<file path="config.mk">
export PLATFORM = sky130hd
export DESIGN_NAME = expr_response_misr
export DESIGN_NICKNAME = d
export VERILOG_FILES = /design/src/rtl/expr_misr_pkg.sv /design/src/rtl/expr_misr_step.sv /design/src/rtl/expr_response_misr.sv
export SDC_FILE = /design/constraint.sdc
export NUM_CORES = 1
export LEC_CHECK = 0
export CAP_MARGIN = 20
export CELL_PAD_IN_SITES_DETAIL_PLACEMENT = 0
export CELL_PAD_IN_SITES_GLOBAL_PLACEMENT = 1
export CORE_ASPECT_RATIO = 1.75
export CORE_MARGIN = 2
export CORE_UTILIZATION = 33
export CTS_CLUSTER_SIZE = 10
export DETAILED_ROUTE_END_ITERATION = 10
export PLACE_DENSITY = 0.86
export SLEW_MARGIN = 10
export SYNTH_ARGS = -nofsm -noshare
export SYNTH_HDL_FRONTEND = slang
export SYNTH_SLANG_ARGS = --single-unit
</file>
<file path="constraint.sdc">
create_clock -name clk -period 3.2 [get_ports clk]
set_input_delay 0.64 -clock clk [delete_from_list [all_inputs] [get_ports clk]]
set_output_delay 0.64 -clock clk [all_outputs]
set_load 0.02 [all_outputs]
</file>
<file path="src/rtl/expr_misr_pkg.sv">
// Shared types, default widths/constants and the result-folding helper for
// the expression response MISR capture stage.
package expr_misr_pkg;

    // Run control states of the capture stage
    typedef enum logic [1:0] {
        IDLE = 2'd0,
        RUN  = 2'd1,
        DONE = 2'd2
    } state_t;

    // Default widths of the result bus, signature and vector counter
    localparam int EXPR_Y_W   = 90;
    localparam int EXPR_SIG_W = 32;
    localparam int EXPR_CNT_W = 16;

    // Result bus zero-padded up to a whole number of signature words
    localparam int EXPR_FOLD_W = 96;

    // Default MISR feedback polynomial and starting signature
    localparam logic [EXPR_SIG_W-1:0] EXPR_POLY = 32'h04C11DB7;
    localparam logic [EXPR_SIG_W-1:0] EXPR_SEED = 32'h00000000;

    // Compress one result into a signature-wide word: pad with zeros, then
    // XOR the three 32-bit slices together.
    function automatic logic [EXPR_SIG_W-1:0] fold(input logic [EXPR_Y_W-1:0] y);
        logic [EXPR_FOLD_W-1:0] padded;
        padded = {{(EXPR_FOLD_W-EXPR_Y_W){1'b0}}, y};
        return padded[31:0] ^ padded[63:32] ^ padded[95:64];
    endfunction

endpackage

</file>
<file path="src/rtl/expr_misr_step.sv">
// Combinational MISR update: shifts the signature left, applies polynomial
// feedback when the outgoing bit is set, and mixes in the folded result.
module expr_misr_step
    import expr_misr_pkg::*;
#(
    parameter logic [EXPR_SIG_W-1:0] POLY = EXPR_POLY
) (
    input  logic [EXPR_SIG_W-1:0] sig,
    input  logic [EXPR_Y_W-1:0]   y,
    output logic [EXPR_SIG_W-1:0] sig_next
);

    logic [EXPR_SIG_W-1:0] feedback;

    // Next signature from the current one and the result being absorbed
    always_comb begin
        feedback = sig[EXPR_SIG_W-1] ? POLY : '0;
        sig_next = {sig[EXPR_SIG_W-2:0], 1'b0} ^ feedback ^ fold(y);
    end

endmodule

</file>
<file path="src/rtl/expr_response_misr.sv">
// Capture stage for the generated expression DUTs: absorbs a programmed number
// of results over valid/ready and compresses them into one MISR signature.
// Optional compare port set enabled by defining EXPR_MISR_CMP_EN.
module expr_response_misr
    import expr_misr_pkg::*;
#(
    parameter int                    CNT_W = EXPR_CNT_W,
    parameter logic [EXPR_SIG_W-1:0] POLY  = EXPR_POLY,
    parameter logic [EXPR_SIG_W-1:0] SEED  = EXPR_SEED
) (
    input  logic                  clk,
    input  logic                  reset,
    input  logic                  start,
    input  logic [CNT_W-1:0]      num_vectors,
    input  logic                  in_valid,
    output logic                  in_ready,
    input  logic [EXPR_Y_W-1:0]   in_y,
    output logic                  busy,
    output logic                  done,
    output logic [CNT_W-1:0]      count,
`ifdef EXPR_MISR_CMP_EN
    input  logic [EXPR_SIG_W-1:0] expected_sig,
    output logic                  pass,
`endif
    output logic [EXPR_SIG_W-1:0] signature
);

    state_t                  state_q, state_d;
    logic [CNT_W-1:0]        count_q, count_d;
    logic [CNT_W-1:0]        target_q, target_d;
    logic [EXPR_SIG_W-1:0]   sig_q, sig_d;
    logic [EXPR_SIG_W-1:0]   sig_step;
    logic                    accept;
`ifdef EXPR_MISR_CMP_EN
    logic [EXPR_SIG_W-1:0]   expected_q, expected_d;
`endif

    expr_misr_step #(
        .POLY     (POLY)
    ) u_step (
        .sig      (sig_q),
        .y        (in_y),
        .sig_next (sig_step)
    );

    // in_ready only depends on state, so accept has no combinational path
    // back from in_valid to in_ready.
    assign accept = in_valid & in_ready;

    // State register; reset abandons any run in progress
    always_ff @(posedge clk) begin
        if (reset) begin
            state_q    <= IDLE;
            count_q    <= '0;
            target_q   <= '0;
            sig_q      <= SEED;
`ifdef EXPR_MISR_CMP_EN
            expected_q <= '0;
`endif
        end else begin
            state_q    <= state_d;
            count_q    <= count_d;
            target_q   <= target_d;
            sig_q      <= sig_d;
`ifdef EXPR_MISR_CMP_EN
            expected_q <= expected_d;
`endif
        end
    end

    // Next-state and datapath update: start only counts outside RUN, and
    // the accept of the final vector moves straight to DONE.
    always_comb begin
        state_d    = state_q;
        count_d    = count_q;
        target_d   = target_q;
        sig_d      = sig_q;
`ifdef EXPR_MISR_CMP_EN
        expected_d = expected_q;
`endif
        case (state_q)
            IDLE, DONE: begin
                if (start) begin
                    sig_d      = SEED;
                    count_d    = '0;
                    target_d   = num_vectors;
`ifdef EXPR_MISR_CMP_EN
                    expected_d = expected_sig;
`endif
                    state_d    = (num_vectors == '0) ? DONE : RUN;
                end
            end
            RUN: begin
                if (accept) begin
                    sig_d   = sig_step;
                    count_d = count_q + CNT_W'(1);
                    if (count_d == target_q) begin
                        state_d = DONE;
                    end
                end
            end
            default: begin
                state_d = IDLE;
            end
        endcase
    end

    // Handshake and status outputs decoded from the registered state
    always_comb begin
        in_ready  = (state_q == RUN);
        busy      = (state_q == RUN);
        done      = (state_q == DONE);
        count     = count_q;
        signature = sig_q;
`ifdef EXPR_MISR_CMP_EN
        pass      = (state_q == DONE) && (sig_q == expected_q);
`endif
    end

endmodule

</file>
# Yosys cells after proc, flatten, opt, wreduce, memory -nomap -nowiden
# Cells that the tools add are included.
# W data, S select, Z words.
# op_classes
shift	0
reduce_logical	7
n_eq_ne	6
multipliers	0
magnitude_cmp	0
muxes	12
div	0
bitwise_logic	5
addsub	1
# ops
cell	count
$xor A32 B32 Y32	3
$mux W32	2
$pmux W32 S2	1
$mux W16	2
$pmux W16 S2	1
$xor A32 B26 Y32	1
$mux W27	1
$add A16 B1 Y16 const B	1
$eq A16 B16 Y1	1
$logic_not A16 Y1	1
$mux W2	4
$reduce_and A3 Y1	2
$ne A2 B1 Y1 const B	2
$pmux W2 S2	1
$eq A2 B1 Y1 const B	1
$eq A2 B2 Y1 const B	1
$logic_not A2 Y1	1
$ne A2 B2 Y1 const B	1
$reduce_and A2 Y1	1
$reduce_bool A2 Y1	1
$reduce_or A2 Y1	1
$and A1 B1 Y1	1
# totals
register_bits	66
wordCells	35
memories	0
romBits	0
latch_bits	0
ramBits	0

# Logic depth before layout (Yosys ltp)
# logic_depth
word_depth	5
ltp_mapped	8
depth_no_buf	7

# Hierarchy
# Synthesis repeated with hierarchy kept, for this count alone.
# unflattened
hier_cells	486
hier_area_um2	4083.9
# modules_own_cells
mod	seq_area_each_um2	area_each_um2	instances	cells_per_inst
expr_response_misr	1321.3	3095.5	1	394
expr_misr_step	0.0	988.4	1	92

# Worst setup path after synthesis
# No wires, ideal clock.
# synth_timing
kind	register to register
start	reg count_q[3] (netlist: count[3])
end	reg state_q[1]
setup_slack_ns	0.804
t_arrival_ns	2.326
stages_incl_launch_ff	8
setup_ns	0.070
period_less_slack_ns	2.396
path_cell_list	dfxtp_1 > buf_2 > nand2_2 > or4_1 > a32o_1 > a221o_1 > or4_1 > a21oi_1
# synth_between
elab_chain_len	4
# synth_rtl
element	line_no	text
start: declaration	expr_response_misr.sv:29	logic [CNT_W-1:0] count_q, count_d;
start signal: assignment	expr_response_misr.sv:62	count_q <= count_d;
$add A16 B1 Y16	expr_response_misr.sv:96	count_d = count_q + CNT_W'(1);
$eq A16 B16 Y1	expr_response_misr.sv:97	if (count_d == target_q) begin
$ne A2 B1 Y1 (no source line)	-	
$reduce_and A3 Y1 (no source line)	-	
end signal: assignment	expr_response_misr.sv:61	state_q <= state_d;
end: declaration	expr_response_misr.sv:28	state_t state_q, state_d;
# No other way between the ends.
# A chain may end at the register's enable or synchronous reset.

# Worst setup path after layout
# layout_timing
start	reg count_q[0] (netlist: count[0])
end	reg state_q[1]
# The elaborated chain is that of the path after synthesis.

==> flow_summary.yaml <==
run_status:
  status: "complete, no violations"
floorplan:
  die_w_um: 87.2
  io_pins: 161
  initial_core_util_pct: 33.5
  die_area_mm2: 0.0130
  rows: 53
  fp.coreArea_mm2: 0.0119
  die_y_um: 150
worst_setup_path:
  crit_type: "register to register"
  crit_required_ns: 3.45
  slowest_delay_ns: 0.56
  critPathArrivalTime_ns: 2.78
  cp_cell_sequence: "ha_1 -> nand3_1 -> nor3_1 -> xnor2_1 -> o311ai_0 -> or4_1 -> a21oi_1"
  path_delay_family: "simple AND/OR/NAND/NOR gates"
  crit_buf_inv: 0
  r2r-end: "state_q[1]"
  start_kind: "register"
  crit_path_max_fanout: 8
  cp-end-kind: "register"
  r2r_slack_ns: 0.67
  ff2ff_path_depth: 7
  slowest_stage: "or4_1"
  cp_num_cells: 7
  rr_startpoint: "count[0]"
hold_path:
  min_to: "target_q[5]"
  worstHoldStart: "target_q[5]"
  whs_path_depth: 2
  min_path_type: "register to register"
timing:
  max_freq_ghz: 0.395
  finalClockSkew_ns: 0.00325
  slew-limit-headroom_pct: 58.5
  hold_violations: 0
  worstMarginPinSlew_ns: 0.616
  fin_tns_setup_ns: 0
  rsz0062_at_grt: "no"
  post-route-period-util_pct: 79.1
  min_period_ns: 2.53
  setup-violations-final: 0
  slew_violations: 0
power:
  switching_share_pct: 26.7
  p_total_w: 0.00252
  p_int_w: 0.00185
  power.leakage_nw: 2.05
  p_seq_share_pct: 35.7
  power_density_mw_per_mm2: 420
  p_clk_share_pct: 39.3
  ir_drop_mv: 0.257
  p_comb_share_pct: 24.9
  p_switching_w: 0.000673
cts:
  path_clk_slew_ns: 0.05
  clock_sinks: 66
  clockBufferDepth: 2
  cts-root-buf: "clkbuf_16"
  cts_made_buffers: 9
  cts_tree: "yes"
  clk_latency_ns: 0.33
  ctsHoldBuffers: 0
  h-tree-depth: 3
  postCtsResizedCells: 0
  cts_setup_buffers: 0
synth:
  synth_top_area_share_pct: 33.1
  ys_ff_latch: 66
  ys_seq_area_share_pct: 33.1
  syn_nets: 627
  ys_async_sr_fraction_pct: 0
  syn_area_per_cell_um2: 7.75
  yosys.area.top_type: "dfxtp_1"
  ys.flop_type: "dfxtp_1"
  synth.distinct_cells: 42
  synth-edff-count: 0
  synth_warnings: 0
  syn_inst: 516
  netlist_area_mm2: 0.00400
  synth_area_leaders: "dfxtp_1 33%, xnor2_1 21%, nand2_1 8.2%"
drt:
  routed_wl_um: 12300
  met1_length_um: 4310
  post_drt_via_cell_ratio: 5.15
  wl_met3_um: 699
  wl_met2_um: 6950
  dr.pass1.iters: 4
  routed.top_layer: "met4"
  detail_route.iter0.violations: 189
  ant_nets: 0
  wl_per_cell_um: 15.3
  vias: 4139
  drcViolationCount: 0
place:
  io_buffers: 160
  hpwl_um: 9360
  placed_area_mm2: 0.00570
  dp.cells: 788
  routabilityCongestion: 0.916
cells_and_area:
  final_cell_area_mm2: 0.00600
  antennaDiodeCount: 0
  final_util_pct: 50.3
  final_cells: 804
  fillers: 1164
  area_delta_synth_final_pct: 50.0
  post_route_cells_drive_above_1_share_pct: 4.35
  final_nets: 773
global_routing:
  grt_pass1_wl_um: 19500
  grt_antenna_before_repair: 0
  grt_start_max_net_pins: 51
  overflow: 0
  grt_pass1_vias: 4191
  grt_usage_pct: 19.0
flow_run:
  drv_cap: 0
==> registers in the layout, summed over array words and instances (netlist names) <==
register,flops
state_q,2
signature,32
count,16
target_q,16
==> layer usage <==
| layer | up-vias | track usage [%] |
|---|---|---|
| li1 | 2035 | - |
| met1 | 1934 | 19.1 |
| met2 | 147 | 36.6 |
| met3 | 23 | 3.70 |
| met4 | 0 | 8.62 |
| met5 | - | 0 |
==> metrics by stage <==
| step | setup slack (ns) | hold slack [ns] |
|---|---|---|
| finish | 0.670 | 0.463 |
| global route | 0.464 | 0.496 |
| CTS | 0.670 | 0.469 |
| detailed placement | 0.699 | 0.462 |
| global placement | 0.796 | 0.459 |
| floorplan | 0.804 | 0.445 |
==> cell usage after synthesis (2+ instances only) <==
master    number
mux2i_1        2
a311oi_1       5
nor3b_1        2
xnor2_1       98
nor2_1        25
nor3_1         7
buf_2          3
xor2_1        24
a21oi_1       60
nor2b_1        2
nor4_1         8
and3_1         4
and2_1         2
clkbuf_1      24
nand2b_1       5
and4_1         2
buf_1          5
a22oi_1        2
inv_1          2
or3_1          2
or4_1          2
nand4_1        4
o21ai_0       14
nand2_1       87
dfxtp_1       66
a31oi_1        3
nand3_1       41
==> power groups by stage <==
| stage | Sequential, W | Combinational, W | Clock [W] |
|---|---|---|---|
| floorplan | 0.000940 | 0.000332 | 0 |
| finish | 0.000900 | 0.000629 | 0.000991 |
| global route | 0.000906 | 0.000688 | 0.00104 |
| global placement | 0.000916 | 0.000628 | 0 |
| detailed placement | 0.000917 | 0.000634 | 0 |
| CTS | 0.000900 | 0.000637 | 0.00101 |
==> worst max-delay path by stage <==
stage                from          to  slack [ns]
2_1_floorplan    count[3]  state_q[1]        0.80
3_3_place_gp     count[0]  state_q[1]        0.80
6_report         count[0]  state_q[1]        0.67
5_1_grt          count[0]  state_q[1]        0.46
3_5_place_dp     count[0]  state_q[1]        0.70
4_1_cts        state_q[0]    in_ready        0.67
==> worst reg2reg max path, delay by kind of cell (launching register included) <==
| family | cells | cell delay [ns] |
|---|---|---|
| fa+ha+maj | 1 | 0.34 |
| simple gates | 3 | 1.14 |
| compound gates | 2 | 0.35 |
| flops | 1 | 0.47 |
| xor+xnor | 1 | 0.17 |
==> area by class of cell <==
cell class | instances | area [µm²] | area share [%]
sequential | 66 | 1320 | 22.0
multi-input combinational | 415 | 2540 | 42.4
clock inverter | 2 | 35.0 | 0.584
tap | 137 | 171 | 2.86
timing repair buffer | 168 | 1660 | 27.6
inverter | 2 | 7.51 | 0.125
clock buffer | 14 | 264 | 4.40
==> cell usage in the layout (no fill, tap or decap), types with 3 or more instances in the layout <==
cell type,n
clkbuf_1,3
clkdlybuf4s50_1,159
a311oi_1,5
xor2_1,24
nor4_1,8
buf_4,8
and3_1,4
nor3_1,7
nand2b_1,4
o21ai_0,14
clkbuf_16,9
a31oi_1,3
dfxtp_1,66
nand4_1,4
nor2_1,25
a21oi_1,60
xnor2_1,98
nand2_1,86
nand3_1,41
==> logic make-up after synthesis <==
group,count (synthesis),synth area share (%)
AOI/OAI and AO/OA,90,12.6
adders and majority gates,1,0.313
and+or+nand+nor,200,23.4
xor gates and xnor gates,122,26.7
buffers and inverters,35,3.47
DFF,66,33.1
muxes,2,0.501
(Power assumes the default switching activity.)
